File: config.mk
export PLATFORM = sky130hd
export DESIGN_NAME = dmem_response_router
export DESIGN_NICKNAME = d
export VERILOG_FILES = /design/src/rtl/dmem_response_router.sv
export SDC_FILE = /design/constraint.sdc
export NUM_CORES = 1
export LEC_CHECK = 0
export CORE_MARGIN = 2
export CORE_UTILIZATION = 50
export CTS_BUF_LIST = sky130_fd_sc_hd__clkbuf_4 sky130_fd_sc_hd__clkbuf_8
export DETAILED_ROUTE_END_ITERATION = 6
export GPL_TIMING_DRIVEN = 1
export PLACE_DENSITY = 0.86
export SETUP_SLACK_MARGIN = 0.5
export SYNTH_ARGS = -nofsm -noshare
export SYNTH_HDL_FRONTEND = slang
export SYNTH_SLANG_ARGS = --single-unit
File: constraint.sdc
create_clock -name clk_i -period 3.4 [get_ports clk_i]
set_input_delay 0.68 -clock clk_i [delete_from_list [all_inputs] [get_ports clk_i]]
set_output_delay 0.68 -clock clk_i [all_outputs]
set_load 0.005 [all_outputs]
File: src/rtl/dmem_response_router.sv
// Return path for the dual-port data memory: grants/stalls each core, advances the
// round-robin pointer, and routes fixed-latency read data / write acks to the issuer.
module dmem_response_router #(
    parameter  int NCORES     = 4,
    parameter  int DATA_WIDTH = 32,
    parameter  int LATENCY    = 1,
    localparam int SEL_W      = $clog2(NCORES)
) (
    input  logic                         clk_i,
    input  logic                         rst_ni,
    input  logic [NCORES-1:0]            req_valid_i,
    input  logic [NCORES-1:0]            req_we_i,
    input  logic                         valid_a_i,
    input  logic                         valid_b_i,
    input  logic [SEL_W-1:0]             selector_a_i,
    input  logic [SEL_W-1:0]             selector_b_i,
    output logic [SEL_W-1:0]             rr_ptr_o,
    input  logic [DATA_WIDTH-1:0]        mem_rdata_a_i,
    input  logic [DATA_WIDTH-1:0]        mem_rdata_b_i,
    output logic [NCORES-1:0]            grant_o,
    output logic [NCORES-1:0]            stall_o,
    output logic [NCORES-1:0]            rsp_valid_o,
    output logic [NCORES*DATA_WIDTH-1:0] rsp_rdata_packed_o,
    output logic                         err_o
);

    localparam logic [SEL_W:0] NCORES_W = (SEL_W + 1)'(NCORES);
    localparam logic [SEL_W:0] LAST_W   = (SEL_W + 1)'(NCORES - 1);

    logic [SEL_W-1:0]                   rr_ptr_q, rr_ptr_d;
    logic                               err_q, err_d;
    logic [LATENCY-1:0]                 va_q, va_d, wa_q, wa_d, vb_q, vb_d, wb_q, wb_d;
    logic [LATENCY-1:0][SEL_W-1:0]      sa_q, sa_d, sb_q, sb_d;
    logic [NCORES-1:0]                  rsp_valid_q, rsp_valid_d;
    logic [NCORES*DATA_WIDTH-1:0]       rsp_rdata_q, rsp_rdata_d;

    logic [NCORES-1:0] hit_a, hit_b;
    logic              cap_va, cap_vb, cap_wa, cap_wb, collide, bad_sel;

    // Explicit compare so non-power-of-two core counts wrap correctly.
    function automatic logic [SEL_W-1:0] ptr_inc(input logic [SEL_W-1:0] sel);
        if ({1'b0, sel} >= LAST_W) return '0;
        return sel + SEL_W'(1);
    endfunction

    // Out-of-range selectors never match a core, so their grant is suppressed for free.
    always_comb begin
        hit_a = '0;
        hit_b = '0;
        for (int i = 0; i < NCORES; i++) begin
            hit_a[i] = valid_a_i && (selector_a_i == SEL_W'(i));
            hit_b[i] = valid_b_i && (selector_b_i == SEL_W'(i));
        end
        grant_o = (hit_a | hit_b) & req_valid_i;
        stall_o = req_valid_i & ~grant_o;
        cap_va  = |(hit_a & req_valid_i);
        cap_vb  = |(hit_b & req_valid_i);
        cap_wa  = |(hit_a & req_we_i);
        cap_wb  = |(hit_b & req_we_i);
        collide = cap_va && cap_vb && (selector_a_i == selector_b_i);
        bad_sel = (valid_a_i && ({1'b0, selector_a_i} >= NCORES_W)) ||
                  (valid_b_i && ({1'b0, selector_b_i} >= NCORES_W));
        err_d   = err_q | collide | bad_sel;
    end

    always_comb begin
        rr_ptr_d = rr_ptr_q;
        if (valid_b_i)      rr_ptr_d = ptr_inc(selector_b_i);
        else if (valid_a_i) rr_ptr_d = ptr_inc(selector_a_i);
    end

    // Issue pipeline; on a same-core collision port B's entry is dropped at capture.
    always_comb begin
        va_d = '0; wa_d = '0; vb_d = '0; wb_d = '0; sa_d = '0; sb_d = '0;
        va_d[0] = cap_va;
        wa_d[0] = cap_wa;
        sa_d[0] = selector_a_i;
        vb_d[0] = cap_vb && !collide;
        wb_d[0] = cap_wb;
        sb_d[0] = selector_b_i;
        for (int k = 1; k < LATENCY; k++) begin
            va_d[k] = va_q[k-1];
            wa_d[k] = wa_q[k-1];
            sa_d[k] = sa_q[k-1];
            vb_d[k] = vb_q[k-1];
            wb_d[k] = wb_q[k-1];
            sb_d[k] = sb_q[k-1];
        end
    end

    always_comb begin
        rsp_valid_d = '0;
        rsp_rdata_d = rsp_rdata_q;
        for (int i = 0; i < NCORES; i++) begin
            if (va_q[LATENCY-1] && (sa_q[LATENCY-1] == SEL_W'(i))) begin
                rsp_valid_d[i] = 1'b1;
                if (!wa_q[LATENCY-1]) rsp_rdata_d[i*DATA_WIDTH +: DATA_WIDTH] = mem_rdata_a_i;
            end
            if (vb_q[LATENCY-1] && (sb_q[LATENCY-1] == SEL_W'(i))) begin
                rsp_valid_d[i] = 1'b1;
                if (!wb_q[LATENCY-1]) rsp_rdata_d[i*DATA_WIDTH +: DATA_WIDTH] = mem_rdata_b_i;
            end
        end
    end

    always_ff @(posedge clk_i or negedge rst_ni) begin
        if (!rst_ni) begin
            rr_ptr_q    <= '0;
            err_q       <= 1'b0;
            va_q        <= '0;
            wa_q        <= '0;
            sa_q        <= '0;
            vb_q        <= '0;
            wb_q        <= '0;
            sb_q        <= '0;
            rsp_valid_q <= '0;
            rsp_rdata_q <= '0;
        end else begin
            rr_ptr_q    <= rr_ptr_d;
            err_q       <= err_d;
            va_q        <= va_d;
            wa_q        <= wa_d;
            sa_q        <= sa_d;
            vb_q        <= vb_d;
            wb_q        <= wb_d;
            sb_q        <= sb_d;
            rsp_valid_q <= rsp_valid_d;
            rsp_rdata_q <= rsp_rdata_d;
        end
    end

    assign rr_ptr_o           = rr_ptr_q;
    assign err_o              = err_q;
    assign rsp_valid_o        = rsp_valid_q;
    assign rsp_rdata_packed_o = rsp_rdata_q;

endmodule

==> run summary <==
run status = finished clean
first drt pass iteration count = 5
share of post-route cells with drive strength above 1 = 7.168%
Critical Path End Type = output port
hold_buf cts = 0
Synth Flop Type = dfrtp_1
part of the cycle the worst path needs = 83.74%
Critical Path RT = 2.72 ns
synthesized net count = 727
YS warnings = 0
LEAKAGE = 3.892 nW
slew margin rel. = 30.16%
Detailed Place HPWL = 13,190 um
Cells after Synth = 639
Hold Path Class = primary input to asynchronous set/reset pin
Flop pwr share = 43.3%
GRT overflow = 0
asr flop ratio synth = 100.0%
effective utilization at floorplan = 51.39%
vias in the first global route = 5,761
crit-path max FO = 5
Iter 0 DRT Violations = 380
core area = 0.01324 sq mm
largest family of logic cells by synthesized area = multiplexers
setup TNS = 0 ns
GRT Total Usage = 26.50%
Yosys top cell area share = 52.58%
Worst-Margin Slew = 1.048 ns
FILL cells = 943
synthesized-area fraction occupied by adder cells = 1.471%
Die W = 120.7 um
via count = 5,770
min Tclk post-route = 2.847 ns
count leader, synth = dfrtp_1
max_cap viols = 0
unrepaired setup endpoints after global routing = false
post-synthesis simple-gate area fraction = 10.08%
Area Overhead vs Synth = 39.57%
Clock Path Buffers = 2
sequential cell area fraction in the yosys report = 52.58%
Num CTS Buffers = 17
clock sinks = 143
final setup fails = 0
sw frac = 28.87%
Compound-Gate Fraction of Synth Area = 12.04%
xor/xnor cell area share of the yosys netlist = 0.2574%
largest area contributor in the netlist = dfrtp_1
drc violations = 0
Achievable Freq = 0.3512 GHz
CTS root buffer = clkbuf_8
r2r worst-path depth = 4
peak supply drop = 0.3716 mV
Worst Skew = 0.008297 ns
H-tree Lvls = 4
chip height = 120.7 um
Post-Syn Area = 0.006805 sq mm
final antenna-violating net count = 0
worst skew pair latency = 0.43 ns
pwr/cell area = 614.0 mW/mm^2
clock transition at the registers of the reported paths = 0.08 ns
CTS tree = done
commonest cells in the netlist = dfrtp_1, mux2i_1, nand2_1
syn avg cell area = 10.65 sq um
EDFF count, synth = 0
largest net degree at the start of global routing = 84
num rows = 42
Worst Path Arrival = 2.17 ns
power after layout = 5.831 mW
antenna violations before repair = 1
critical path type = primary input to output port
die area = 0.01456 sq mm
top post-synthesis cells by area = dfrtp_1, mux2i_1, nand2_1, o21ai_0, a21oi_1
first-pass GRT wire length = 30,160 um
Placer Congestion = 0.9875
max-slew violations = 0
Pint = 4.148 mW
Netlist cell types = 30
Combinational Power Share = 33.7%
Final Net Count = 940
Total Wirelength = 18,980 um
final hold vios = 0
Routed WL per cell = 18.22 um
#FFs+latches synth = 143
clock network power share = 23.0%
average vias per placed instance = 5.537
IO Port Bufs = 222
sw power = 1.684 mW
CP startpoint kind = primary input
I/O pin count = 223
mux share of post-synthesis cell area = 18.97%
[flip-flops by register name, indices dropped and copies added (netlist names)]
signal,count
err_o,1
rr_ptr_o,2
rsp_rdata_packed_o,128
rsp_valid_o,4
sa_q,2
sb_q,2
va_q,1
vb_q,1
wa_q,1
wb_q,1
[stage by stage]
step / cells / setup WS, ns / hold slack, ns / cell area (sq um) / util [%]
2_1_floorplan: 639 / 1.445 / 0.3844 / 6805 / -
3_3_place_gp: 1009 / 0.2438 / 0.4828 / 9106 / 68.76
3_5_place_dp: 1009 / 0.1871 / 0.4934 / 9106 / 68.76
4_1_cts: 1041 / 0.5010 / 0.3059 / 9507 / 71.79
5_1_grt: 1041 / 0.5025 / 0.3318 / 9495 / 71.70
6_report: 1042 / 0.5528 / 0.2818 / 9498 / 71.72
[path summary, 6_finish.rpt]
kind                                       from                      to  slack (ns)
max in group asynchronous                rst_ni   rsp_rdata_packed_o[3]        2.36
worst min register to register            err_o                   err_o        0.50
min in group clk_i              selector_b_i[1]                 sb_q[1]        0.43
worst max-delay path            selector_a_i[1]              stall_o[1]        0.55
worst max register to register          sa_q[0]  rsp_rdata_packed_o[72]        1.16
worst min-delay path                     rst_ni  rsp_rdata_packed_o[47]        0.28
[layer usage]
metal	track usage, %	wire length [um]
met1	34.12	7864
met2	44.17	9347
met3	7.028	1392
met4	7.703	378
met5	0	0
[power by group through the flow]
stage	Combinational, mW	Sequential, mW	Clock [mW]
after global placement	1.91	2.52	0
after detailed placement	1.97	2.55	0
final	1.96	2.52	1.34
after CTS	1.97	2.52	1.37
after floorplan	0.559	2.54	0
after global routing	2.12	2.58	1.44
[cells in the final DEF (no fill, tap or decap), drive strengths merged, types with 3 or more instances in the layout]
cell type and count:
a21boi 5, a21oi 33, nor2b 5, clkdlybuf4s50 215, ha 8, buf 19
nand2 99, inv 7, dfrtp 143, nor2 33, clkinvlp 3, and2 4
a22oi 12, clkbuf 22, clkinv 7, mux2i 129, o21ai 99, and4bb 4
[cells by family (layout without fill, tap and decap cells)]
| logic type | Yosys count | after routing |
|---|---|---|
| flip-flops | 143 | 143 |
| buffers and inverters | 52 | 278 |
| other | 0 | 1 |
| AND/OR/NAND/NOR | 152 | 152 |
| AO/OA/AOI/OAI | 153 | 153 |
| XOR/XNOR | 2 | 2 |
| multiplexers | 129 | 129 |
| adder cells (fa/ha/maj) | 8 | 8 |
[final cells by class]
type	instances	area, sq um	share of cell area (%)
multi-input combinational	444	2919	30.73
sequential	143	3578	37.68
tap	176	220.2	2.319
clock inverter	13	137.6	1.449
inverter	6	22.52	0.2371
timing repair buffer	240	2356	24.81
clock buffer	19	261.5	2.753
antenna	1	2.502	0.02635
[repair_timing]
item | in CTS | in global routing
setup buffers | 0 | 0
setup endpoints to repair | 8 | 7
resized for setup | 8 | 5
[critical path: stages]
cell             delay [ns]
dlygate4sd2_1          0.31
inv_1                  0.09
ha_1                   0.23
a22oi_1                0.20
and2_1                 0.16
clkdlybuf4s50_1        0.49
Note: power is estimated with default switching activity, not from simulation.
